===== src/rtl/fitness_arbiter_if.sv =====
`default_nettype none
// ============================================================================
//  Module   : fitness_arbiter_if
//  Brief    : Requester and fitness-evaluator signal bundle of fitness_arbiter.
//  Revision : 1.0
// ============================================================================
interface fitness_arbiter_if #(
  parameter int REQUESTERS       = 4,
  parameter int INDIVIDUAL_WIDTH = 64,
  parameter int ERROR_WIDTH      = 5
);
  logic [REQUESTERS-1:0]                  req_valid;
  logic [REQUESTERS*INDIVIDUAL_WIDTH-1:0] req_individual;
  logic [REQUESTERS-1:0]                  req_ready;
  logic [REQUESTERS-1:0]                  resp_valid;
  logic [ERROR_WIDTH-1:0]                 resp_error;
  logic                                   resp_timeout;
  logic [INDIVIDUAL_WIDTH-1:0]            fit_individual;
  logic                                   fit_start;
  logic                                   fit_finish;
  logic [ERROR_WIDTH-1:0]                 fit_error;
  logic                                   busy;

  // The arbiter itself.
  modport master (
    input  req_valid, req_individual, fit_finish, fit_error,
    output req_ready, resp_valid, resp_error, resp_timeout,
           fit_individual, fit_start, busy
  );

  // Requesters plus fitness evaluator.
  modport slave (
    output req_valid, req_individual, fit_finish, fit_error,
    input  req_ready, resp_valid, resp_error, resp_timeout,
           fit_individual, fit_start, busy
  );
endinterface
`default_nettype wire


===== src/rtl/fitness_arbiter.sv =====
`default_nettype none
// ============================================================================
//  Module   : fitness_arbiter
//  Brief    : Round-robin sharing of one fitness evaluator among GA cores,
//             with start/finish handshake and watchdog abort.
//  Revision : 1.0
// ============================================================================
module fitness_arbiter #(
  parameter int REQUESTERS       = 4,
  parameter int INDIVIDUAL_WIDTH = 64,
  parameter int ERROR_WIDTH      = 5,
  parameter int TIMEOUT_CYCLES   = 1024
) (
  input  wire logic         clk,
  input  wire logic         rst,
  fitness_arbiter_if.master bus
);

  localparam int c_IDX_W = (REQUESTERS > 1) ? $clog2(REQUESTERS) : 1;
  localparam int c_SUM_W = c_IDX_W + 1;
  localparam int c_WD_W  = $clog2(TIMEOUT_CYCLES + 1);

  localparam logic [c_WD_W-1:0]  c_WD_LAST   = c_WD_W'(TIMEOUT_CYCLES - 1);
  localparam logic [c_IDX_W-1:0] c_PTR_RESET = c_IDX_W'(REQUESTERS - 1);
  localparam logic [c_SUM_W-1:0] c_REQ_COUNT = c_SUM_W'(REQUESTERS);

  typedef enum logic [1:0] {
    ST_IDLE  = 2'd0,
    ST_START = 2'd1,
    ST_WAIT  = 2'd2,
    ST_RESP  = 2'd3
  } state_t;

  state_t                      r_state;
  state_t                      w_nextState;
  logic [c_IDX_W-1:0]          r_ptr;
  logic [c_IDX_W-1:0]          w_winner;
  logic [c_SUM_W-1:0]          w_cand;
  logic                        w_anyValid;
  logic                        w_grant;
  logic                        w_wdExpired;
  logic                        w_fitStart;
  logic [INDIVIDUAL_WIDTH-1:0] r_individual;
  logic [c_WD_W-1:0]           r_watchdog;
  logic [ERROR_WIDTH-1:0]      r_respError;
  logic                        r_respTimeout;
  logic [REQUESTERS-1:0]       w_winnerOneHot;
  logic [REQUESTERS-1:0]       w_ptrOneHot;
  logic [REQUESTERS-1:0]       w_reqReady;
  logic [REQUESTERS-1:0]       w_respValid;
  logic [INDIVIDUAL_WIDTH-1:0] w_slice [REQUESTERS];

  genvar gi;
  generate
    for (gi = 0; gi < REQUESTERS; gi++) begin : g_req
      assign w_slice[gi]        = bus.req_individual[gi*INDIVIDUAL_WIDTH +: INDIVIDUAL_WIDTH];
      assign w_winnerOneHot[gi] = (w_winner == c_IDX_W'(gi));
      assign w_ptrOneHot[gi]    = (r_ptr == c_IDX_W'(gi));
    end
  endgenerate

  // Scan ptr+1, ptr+2, ... with wrap; the first pending requester wins.
  always_comb begin
    w_anyValid = 1'b0;
    w_winner   = r_ptr;
    w_cand     = '0;
    for (int k = 1; k <= REQUESTERS; k++) begin
      w_cand = {1'b0, r_ptr} + c_SUM_W'(k);
      if (w_cand >= c_REQ_COUNT) begin
        w_cand = w_cand - c_REQ_COUNT;
      end
      if (!w_anyValid && bus.req_valid[w_cand[c_IDX_W-1:0]]) begin
        w_anyValid = 1'b1;
        w_winner   = w_cand[c_IDX_W-1:0];
      end
    end
  end

  assign w_wdExpired = (r_watchdog == c_WD_LAST);
  assign w_grant     = (r_state == ST_IDLE) && w_anyValid;

  always_comb begin
    w_nextState = r_state;
    w_reqReady  = '0;
    w_respValid = '0;
    w_fitStart  = 1'b0;
    case (r_state)
      ST_IDLE: begin
        if (w_anyValid) begin
          w_reqReady  = w_winnerOneHot;
          w_nextState = ST_START;
        end
      end
      ST_START: begin
        w_fitStart  = 1'b1;
        w_nextState = ST_WAIT;
      end
      ST_WAIT: begin
        if (bus.fit_finish || w_wdExpired) begin
          w_nextState = ST_RESP;
        end
      end
      ST_RESP: begin
        w_respValid = w_ptrOneHot;
        w_nextState = ST_IDLE;
      end
      default: w_nextState = ST_IDLE;
    endcase
  end

  always_ff @(posedge clk or negedge rst) begin
    if (!rst) begin
      r_state <= ST_IDLE;
    end else begin
      r_state <= w_nextState;
    end
  end

  always_ff @(posedge clk or negedge rst) begin
    if (!rst) begin
      r_ptr         <= c_PTR_RESET;
      r_individual  <= '0;
      r_watchdog    <= '0;
      r_respError   <= '0;
      r_respTimeout <= 1'b0;
    end else begin
      if (w_grant) begin
        r_ptr        <= w_winner;
        r_individual <= w_slice[w_winner];
      end
      case (r_state)
        ST_START: r_watchdog <= '0;
        ST_WAIT: begin
          r_watchdog <= r_watchdog + 1'b1;
          // A finish arriving on the last watchdog cycle still counts as a result.
          if (bus.fit_finish) begin
            r_respError   <= bus.fit_error;
            r_respTimeout <= 1'b0;
          end else if (w_wdExpired) begin
            r_respError   <= '1;
            r_respTimeout <= 1'b1;
          end
        end
        default: ;
      endcase
    end
  end

  // The grant is combinational off req_valid, so it is masked while reset is held.
  assign bus.req_ready      = rst ? w_reqReady : '0;
  assign bus.resp_valid     = w_respValid;
  assign bus.resp_error     = r_respError;
  assign bus.resp_timeout   = r_respTimeout;
  assign bus.fit_individual = r_individual;
  assign bus.fit_start      = w_fitStart;
  assign bus.busy           = (r_state != ST_IDLE);

endmodule
`default_nettype wire

===== src/flat_wrapper.sv =====
// flat-port wrapper written by rule: the top's interface ports become plain ports
module fitness_arbiter_flat 
#(
  parameter int REQUESTERS       = 4,
  parameter int INDIVIDUAL_WIDTH = 64,
  parameter int ERROR_WIDTH      = 5,
  parameter int TIMEOUT_CYCLES   = 1024
)
  (clk, rst, bus_req_valid, bus_req_individual, bus_fit_finish, bus_fit_error, bus_req_ready, bus_resp_valid, bus_resp_error, bus_resp_timeout, bus_fit_individual, bus_fit_start, bus_busy);
  fitness_arbiter_if #(.REQUESTERS(REQUESTERS), .INDIVIDUAL_WIDTH(INDIVIDUAL_WIDTH), .ERROR_WIDTH(ERROR_WIDTH)) bus_i ();
  input  wire logic clk;
  input  wire logic rst;
  input wire logic [$bits(bus_i.req_valid)-1:0] bus_req_valid;
  input wire logic [$bits(bus_i.req_individual)-1:0] bus_req_individual;
  input wire logic [$bits(bus_i.fit_finish)-1:0] bus_fit_finish;
  input wire logic [$bits(bus_i.fit_error)-1:0] bus_fit_error;
  output wire logic [$bits(bus_i.req_ready)-1:0] bus_req_ready;
  output wire logic [$bits(bus_i.resp_valid)-1:0] bus_resp_valid;
  output wire logic [$bits(bus_i.resp_error)-1:0] bus_resp_error;
  output wire logic [$bits(bus_i.resp_timeout)-1:0] bus_resp_timeout;
  output wire logic [$bits(bus_i.fit_individual)-1:0] bus_fit_individual;
  output wire logic [$bits(bus_i.fit_start)-1:0] bus_fit_start;
  output wire logic [$bits(bus_i.busy)-1:0] bus_busy;
  assign bus_i.req_valid = bus_req_valid;
  assign bus_i.req_individual = bus_req_individual;
  assign bus_i.fit_finish = bus_fit_finish;
  assign bus_i.fit_error = bus_fit_error;
  assign bus_req_ready = bus_i.req_ready;
  assign bus_resp_valid = bus_i.resp_valid;
  assign bus_resp_error = bus_i.resp_error;
  assign bus_resp_timeout = bus_i.resp_timeout;
  assign bus_fit_individual = bus_i.fit_individual;
  assign bus_fit_start = bus_i.fit_start;
  assign bus_busy = bus_i.busy;
  fitness_arbiter #(.REQUESTERS(REQUESTERS), .INDIVIDUAL_WIDTH(INDIVIDUAL_WIDTH), .ERROR_WIDTH(ERROR_WIDTH), .TIMEOUT_CYCLES(TIMEOUT_CYCLES)) u_core (.clk(clk), .rst(rst), .bus(bus_i));
endmodule

===== config.mk =====
export PLATFORM = sky130hd
export DESIGN_NAME = fitness_arbiter_flat
export DESIGN_NICKNAME = d
export VERILOG_FILES = /design/src/rtl/fitness_arbiter_if.sv /design/src/rtl/fitness_arbiter.sv /design/src/flat_wrapper.sv
export SDC_FILE = /design/constraint.sdc
export NUM_CORES = 1
export LEC_CHECK = 0
export CAP_MARGIN = 5
export CORE_AREA = 2 2 136 138
export CTS_CLUSTER_SIZE = 14
export DETAILED_ROUTE_END_ITERATION = 7
export DIE_AREA = 0 0 138 140
export PLACE_DENSITY = 0.71
export SYNTH_ARGS = -nofsm -noshare
export SYNTH_HDL_FRONTEND = slang
export SYNTH_SLANG_ARGS = --single-unit

===== constraint.sdc =====
create_clock -name clk -period 5.9 [get_ports clk]
set_input_delay 1.18 -clock clk [delete_from_list [all_inputs] [get_ports clk]]
set_output_delay 1.18 -clock clk [all_outputs]
set_load 0.005 [all_outputs]

==> run summary <==
=====================================================================================================
Result of the run                                                                        complete, no violations
Most repeated cell in the gate-level netlist after synthesis                             sky130_fd_sc_hd__mux2i_1
Share of the yosys chip area belonging to registers                                             36.3%
Final Routed Wirelength                                                                      19300 um
Number of violations reported at the end of detailed-routing iteration 0                          146
Post-CTS setup buffers                                                                              0
Share of cell area taken by muxes after synthesis                                               46.5%
Estimated wirelength of the detail-placed design                                             14900 um
Pins Over Slew Limit                                                                                0
Combinational family with the most area after synthesis                                  multiplexers
Cell type with the largest total area after synthesis                                    sky130_fd_sc_hd__dfrtp_1
Power share of the combinational group                                                          65.0%
Cell area after synthesis                                                                    5870 um2
Number of antenna violations at the first check in global routing                                   0
Worst-Skew Late Latency                                                                        340 ps
NetSw                                                                                         1790 uW
Startpoint of the tightest hold check path                                               u_core.bus.resp_timeout
Worst Hold Endpoint                                                                      u_core.bus.resp_timeout
Combined buffer and inverter count along the critical path                                          2
Starting Density                                                                                33.0%
Cell mode on critical path                                                               sky130_fd_sc_hd__clkdlybuf4s50_1
TritonCTS Buffers                                                                                   9
Shortest clock period the worst path allows after layout                                      4840 ps
Synth Instances                                                                                   508
Site Rows                                                                                          49
Non-filler cells in the finished layout                                                          1073
Layout cells sized above 1                                                                      11.4%
Synth unique cells                                                                                 43
Worst Setup Path Type                                                                    input pin to output pin
Achievable Freq                                                                               207 MHz
RD Place Congestion                                                                             0.922
Top cell family by delay on the critical path                                            buffers and inverters
Via density per instance                                                                         4.81
Area growth from synthesis to final layout                                                      66.4%
Number of enable-type register cells in the synthesized netlist                                     0
Setup slack of the most critical reg-to-reg path                                              2160 ps
Flop and latch count out of synthesis                                                              85
CP max stage delay                                                                             540 ps
Remaining global-route overflow                                                                     0
Count of yosys warnings during synthesis                                                            0
Num ports                                                                                         348
Clock Sink Count                                                                                   85
Normalized max-slew margin                                                                      19.9%
Clock transition at path regs                                                                   70 ps
Share of synthesized cell area in and, or, nand and nor gates                                   5.18%
Setup Viol. Count Final                                                                             0
Final antenna-violating net count                                                                   0
Setup repair after global routing missed its margin                                                no
Peak supply drop                                                                             0.397 mV
Largest net degree at the start of global routing                                                  81
Via Count                                                                                        5163
Number of cells traversed by the worst register-to-register path                                    9
Synth Flop Type                                                                          sky130_fd_sc_hd__dfrtp_1
Horizontal die dimension                                                                       138 um
Switching share of power                                                                        37.5%
Clock Power Share                                                                               12.9%
Number of cells on the worst hold path                                                              2
Period Utilization, post-route                                                                  82.0%
Crit path required time                                                                       4720 ps
Max FO, Critical Path                                                                               8
Worst reg2reg endpoint                                                                   u_core.bus.fit_individual[43]
Internal power consumption                                                                    2980 uW
Final net count                                                                                  1117
Final core utilization                                                                          54.9%
Via count of the first global-routing pass                                                       5502
Hold Path Class                                                                          flip-flop to flip-flop
Startpoint types                                                                            input pin
Cells taking the most area after synthesis                                               sky130_fd_sc_hd__dfrtp_1, sky130_fd_sc_hd__mux2i_1, sky130_fd_sc_hd__mux2_2
Core region area                                                                            17800 um2
Net count after synthesis                                                                         786
Antenna Diode Count                                                                                 0
CTS Hold Buffers Added                                                                              0
Post-synthesis share of cell area spent on full adders, half adders and majority gates          2.13%
First drt pass iteration count                                                                      4
Seq pwr share                                                                                   22.0%
Most used standard cells in the synthesized netlist                                      sky130_fd_sc_hd__mux2i_1, sky130_fd_sc_hd__dfrtp_1, sky130_fd_sc_hd__mux2_2, sky130_fd_sc_hd__nor2_1, sky130_fd_sc_hd__nand2_1
Die Area                                                                                    19300 um2
Count of buffers from port buffering                                                              347
Transition time at the pin with the least slew margin                                         1200 ps
Cts repair resizes                                                                                  0
Complex-gate fraction of the synthesized area                                                   3.67%
Final hold violation count                                                                          0
Level count of the clock H-tree                                                                     3
Setup_tns                                                                                        0 ps
Async S/R FF share, synth                                                                        100%
Type of element capturing the critical path                                                output pin
Count of max-cap constraint violations                                                              0
Fraction of post-synthesis cell area in the top cell type by area                               35.4%
Power per standard cell area                                                               489 nW/um2
WP data arrival                                                                               3660 ps
Worst-case clock skew                                                                         7.23 ps
Highest-delay cell along the critical path                                               sky130_fd_sc_hd__clkdlybuf4s50_1
Post-route DRC                                                                                      0
Area share of xor/xnor cells in the synthesized design                                         0.895%
TritonCTS clock tree                                                                              yes
Post-detailed-route wirelength per cell                                                       17.9 um
Chip Height                                                                                    140 um
Startpoint of the lowest-slack register-to-register path                                 u_core.r_ptr[0]
Synthesized area per cell                                                                    11.6 um2
Deepest clock path buffer count                                                                     2
Clock root buffer                                                                        sky130_fd_sc_hd__clkbuf_16
Worst-path cell chain                                                                    clkdlybuf4s50_1 > mux2_4 > nand4_1 > o31ai_1 > a211o_1 > o21ai_0 > nor3b_1 > clkdlybuf4s50_1
First-pass GRT wire length                                                                   29900 um
Overall track demand over capacity in global routing                                            19.4%
Reported leakage power                                                                     0.00435 uW
Post-Place Cells                                                                                 1057
=====================================================================================================
==> worst reg2reg max path, delay by kind of cell (launching register included) <==
family	cells	cell delay [ps]
buffers and inverters	2	1030
flip-flops	1	640
AO/OA/AOI/OAI	1	240
AND/OR/NAND/NOR	1	100
multiplexers	4	1080
adder cells (fa/ha/maj)	1	520
==> sequential cells by signal, summed over array words and instances, names as in the netlist <==
signal and count:
u_core.bus.fit_individual 64, u_core.r_watchdog 11, u_core.bus.resp_error 5, u_core.r_ptr 2
u_core.r_state 2, u_core.bus.resp_timeout 1
==> logic make-up after synthesis <==
family | count (synthesis)
AND/OR/NAND/NOR | 63
AO/OA/AOI/OAI | 31
adder cells (fa/ha/maj) | 10
buffers and inverters | 49
flip-flops | 85
XOR/XNOR | 6
multiplexers | 264
==> routing by layer <==
layer	wire length, um	part of all wire [%]	global-route usage [%]	vias to the layer above
met1	7690	40	23.3	2418
li1	-	-	-	2511
met3	1250	6.5	4.44	12
met5	0	0	0	-
met2	10200	53	35.7	222
met4	155	0.80	3.87	0
==> placed cells by master, fill, tap and decap left out, drive strengths merged, types with 3 or more instances in the layout <==
cell type,n
clkdlybuf4s50,346
mux2i,198
dfrtp,83
mux2,66
inv,18
nor2,17
nand2,16
o21ai,12
ha,10
nand3,9
clkbuf,9
buf,7
and2,5
a31oi,5
xor2,4
nor2b,3
a21oi,3
nor3b,3
and3,3
==> per-stage QoR <==
step	power, uW	setup slack [ps]	area, um2	hold WS [ps]
4_1_cts	4840	1110	9770	551
2_1_floorplan	3150	2290	5870	506
5_1_grt	5110	934	9770	575
6_report	4770	1060	9770	552
3_5_place_dp	4200	1120	9450	533
3_3_place_gp	4110	1200	9450	513
==> layout make-up <==
class,instances,area (um2)
Fill cell,1543,8010
Timing Repair Buffer,353,3530
Multi-Input combinational cell,374,3440
Sequential cell,85,2130
Tap cell,229,287
Clock buffer,9,225
Clock inverter,7,97.6
Inverter,16,60.1
==> power groups by stage <==
stage          logic, uW  clock network [uW]  registers [uW]
2_1_floorplan       2100                   0            1050
3_3_place_gp        3070                   0            1040
3_5_place_dp        3150                   0            1060
4_1_cts             3150                 636            1050
5_1_grt             3350                 662            1090
6_report            3110                 618            1050
==> how the worst max path moves through the flow <==
stage                                start          endpoint  slack, ps  depth (start not counted)
final                     bus_req_valid[2]  bus_req_ready[1]       1060                          8
after floorplan            u_core.r_ptr[0]  bus_req_ready[1]       2290                         10
after global routing      bus_req_valid[0]  bus_req_ready[1]        930                          8
after global placement    bus_req_valid[2]  bus_req_ready[1]       1200                          8
after CTS                 bus_req_valid[0]  bus_req_ready[1]       1110                          8
after detailed placement  bus_req_valid[0]  bus_req_ready[1]       1120                          8
No activity file was read; power rests on OpenSTA's default activity.
==> RTL edit 1 (config.mk and constraints unchanged) <==
Encoding of `state_t`: now one-hot (4 bits for 4 states).
--- a/src/rtl/fitness_arbiter.sv
+++ b/src/rtl/fitness_arbiter.sv
@@ -25,9 +25,9 @@
   localparam logic [c_SUM_W-1:0] c_REQ_COUNT = c_SUM_W'(REQUESTERS);
 
-  typedef enum logic [1:0] {
-    ST_IDLE  = 2'd0,
-    ST_START = 2'd1,
-    ST_WAIT  = 2'd2,
-    ST_RESP  = 2'd3
+  typedef enum logic [3:0] {
+    ST_IDLE  = 4'b0001,
+    ST_START = 4'b0010,
+    ST_WAIT  = 4'b0100,
+    ST_RESP  = 4'b1000
   } state_t;
 
Function: no difference found for any inputs over 4 cycles, from zero or initial values and one cycle with rst low; so few cycles prove little.
==> RTL edit 1 against the unedited design <==
Routed wire length is 30% higher; synthesized cell count is 58% higher; synthesized area is 16% higher; core utilization is 4.8 points higher; final area is 8.8% higher; total power is 12% higher; worst setup slack better by 0.12 ns; sequential cell count is 2 higher; critical endpoint is now bus_req_ready[2].
==> RTL edit 1: results <==
layout:
  buffer_area_share_pct: 33.6
  n_clock_buffer: 10
  num-nonclk-inverters: 136
  multi_input_cells: 489
  clk_share_pct: 2.66
  num-fill-cells: 1608
  seq_share_pct: 20.5
  design_area_mm2: 0.0106
  stdcell_count: 1318
grt:
  grt_pass1_wl_um: 39200
  track_usage_pct: 25.2
  met1_usage_pct: 31.9
  grt_pass1_vias: 7017
  grtUsageMet3_pct: 4.79
logic_synthesis:
  yosys-top-cells-count: "a211oi_1, inv_1, dfrtp_1"
  synth_nets: 1074
  synth.avg_cell_area_um2: 8.53
  synthMuxAreaShare_pct: 1.21
  synth_xor_area_share_pct: 0
  yosys.cell_types.count: 42
  synth.area.top_cells: "dfrtp_1, a211oi_1, inv_1, a211oi_2, o31ai_2"
  ys_seq_area_share_pct: 31.9
routing:
  wl_per_cell_um: 18.9
  first_pass_iters: 5
  drt_iter0_drc: 392
worst_setup_path:
  r2r-end: "u_core.bus.fit_individual[53]"
  rrSetupSlack_ns: 2.05
  cp_slowest_cell: "mux4_2"
  cp.arrival_ns: 3.54
  max_stage_delay_ns: 0.56
hold_path:
  min_from: "u_core.bus.fit_individual[56]"
  holdPathEnd: "u_core.bus.fit_individual[56]"
placement:
  dpl_worst_slack_ns: 1.19
  hpwlAfterDp_um: 17700
  gp_congestion: 0.838
status:
  status: "complete, no violations"
sta:
  maxSlewHeadroom_pct: 36.5
  skew_ns: 0.00855
  whs_ns: 0.478
pwr:
  power.leakage_nw: 4.36
  max-vdd-ir-drop_mv: 0.743
cts:
  clock_sinks: 87
[RTL edit 1: how the worst max path moves through the flow]
stage                     startpoint               end  slack (ns)  cells after the start
finish              bus_req_valid[2]  bus_req_ready[2]        1.18                      6
global route        bus_req_valid[2]  bus_req_ready[2]        1.11                      6
detailed placement  bus_req_valid[2]  bus_req_ready[0]        1.19                      6
CTS                 bus_req_valid[2]  bus_req_ready[0]        1.18                      6
global placement    bus_req_valid[2]  bus_req_ready[2]        1.23                      6
floorplan           bus_req_valid[3]  bus_req_ready[2]        2.29                      7
[RTL edit 1: power breakdown]
group          switching, mW  internal, mW  leakage [nW]
Sequential             0.167         0.888          1.08
Combinational           2.18          1.55          3.14
Clock                  0.263         0.300         0.139
Total                   2.61          2.74          4.36
[RTL edit 1: routing by layer]
layer	vias up	share of wire, %
li1	3513	-
met1	3331	41
met2	280	50
met3	48	6.3
met4	0	3.3
met5	-	0
==> RTL edit 2 (same flow settings) <==
Without the edit above. `INDIVIDUAL_WIDTH` is set to 64 in 3 places; all go to 56.
--- a/src/rtl/fitness_arbiter_if.sv
+++ b/src/rtl/fitness_arbiter_if.sv
@@ -7,5 +7,5 @@
 interface fitness_arbiter_if #(
   parameter int REQUESTERS       = 4,
-  parameter int INDIVIDUAL_WIDTH = 64,
+  parameter int INDIVIDUAL_WIDTH = 56,
   parameter int ERROR_WIDTH      = 5
 );
--- a/src/rtl/fitness_arbiter.sv
+++ b/src/rtl/fitness_arbiter.sv
@@ -8,5 +8,5 @@
 module fitness_arbiter #(
   parameter int REQUESTERS       = 4,
-  parameter int INDIVIDUAL_WIDTH = 64,
+  parameter int INDIVIDUAL_WIDTH = 56,
   parameter int ERROR_WIDTH      = 5,
   parameter int TIMEOUT_CYCLES   = 1024
--- a/src/flat_wrapper.sv
+++ b/src/flat_wrapper.sv
@@ -3,5 +3,5 @@
 #(
   parameter int REQUESTERS       = 4,
-  parameter int INDIVIDUAL_WIDTH = 64,
+  parameter int INDIVIDUAL_WIDTH = 56,
   parameter int ERROR_WIDTH      = 5,
   parameter int TIMEOUT_CYCLES   = 1024
Interface: changed (resized bus_fit_individual and bus_req_individual); port bits go from 348 to 308. The function was not compared with the original's and may differ.
==> RTL edit 2 against the unedited design <==
Final area is 15% lower; clock skew is 0.0023 ns higher; clock power is 3.6% lower; routed wire length is 13% lower; synthesized area is 19% lower; core utilization is 8.4 points lower; worst setup slack better by 0.18 ns; global-route usage is 2.0 points lower; sequential cell count is 8 lower; non-clock buffer count is 39 lower; total power is 23% lower; count of clock-buffer cells in the layout is 3 higher; combinational power is 31% lower; critical path type unchanged; critical endpoint is now bus_req_ready[3]; largest power group unchanged.
==> RTL edit 2: results <==
routing:
  met2_length_um: 8450
  wl_met1_um: 7100
logic_synthesis:
  yosys.cell_types.count: 37
  synth.avg_cell_area_um2: 10.3
  synth_nets: 709
  ys_seq_area_share_pct: 40.4
  yosys-top-cells-count: "mux2i_1, nand2_1, dfrtp_1"
  synth.area.top_cells: "dfrtp_1, mux2i_1, o221ai_1, nand2_1, ha_1"
hold_path:
  min_from: "u_core.bus.fit_individual[36]"
  holdPathEnd: "u_core.bus.fit_individual[36]"
pwr:
  seqPwrFrac_pct: 25.0
  p_int_mw: 2.28
  power.leakage_nw: 3.56
  p_clk_share_pct: 16.3
  max-vdd-ir-drop_mv: 0.285
worst_setup_path:
  cp.arrival_ns: 3.48
  endpoint: "bus_req_ready[3]"
grt:
  grt_pass1_vias: 4903
  track_usage_pct: 17.5
  grt_max_degree: 78
  met1_usage_pct: 21.4
  grtUsageMet3_pct: 4.68
layout:
  stdcell_count: 987
  largest_reg_flops: 56
  drive_gt1_share_pct: 4.09
placement:
  placed_cells: 971
  gp_congestion: 0.775
  portBuffers: 307
sta:
  skew_ns: 0.00953
status:
  status: "complete, no violations"
==> RTL edit 2: layout make-up <==
type                    count  area [µm²]
fillers                  1690        9500
multi-input cells         341        2590
repair buffers            314        3120
clock buffers              12         236
inverters                  10        37.5
clock inverters             4        73.8
well taps                 229         287
flip-flops and latches     77        1930
==> RTL edit 2: worst max-delay path, cell delays in order <==
cell and delay, ns:
clkdlybuf4s50_1 0.52, mux2_1 0.34, o22ai_1 0.28, mux2i_4 0.12, buf_4 0.27, nor3_1 0.23
clkdlybuf4s50_1 0.54
==> RTL edit 2: per-stage QoR <==
stage                     hold slack (ns)  instance area, µm²  setup slack, ns  power [mW]
final                               0.485                8280             1.24        3.66
after global routing                0.511                8280             1.07        3.94
after CTS                           0.488                8280             1.24        3.72
after detailed placement            0.472                7970             1.25        3.11
after global placement              0.465                7970             1.30        3.07
after floorplan                     0.473                4780             2.39        2.24
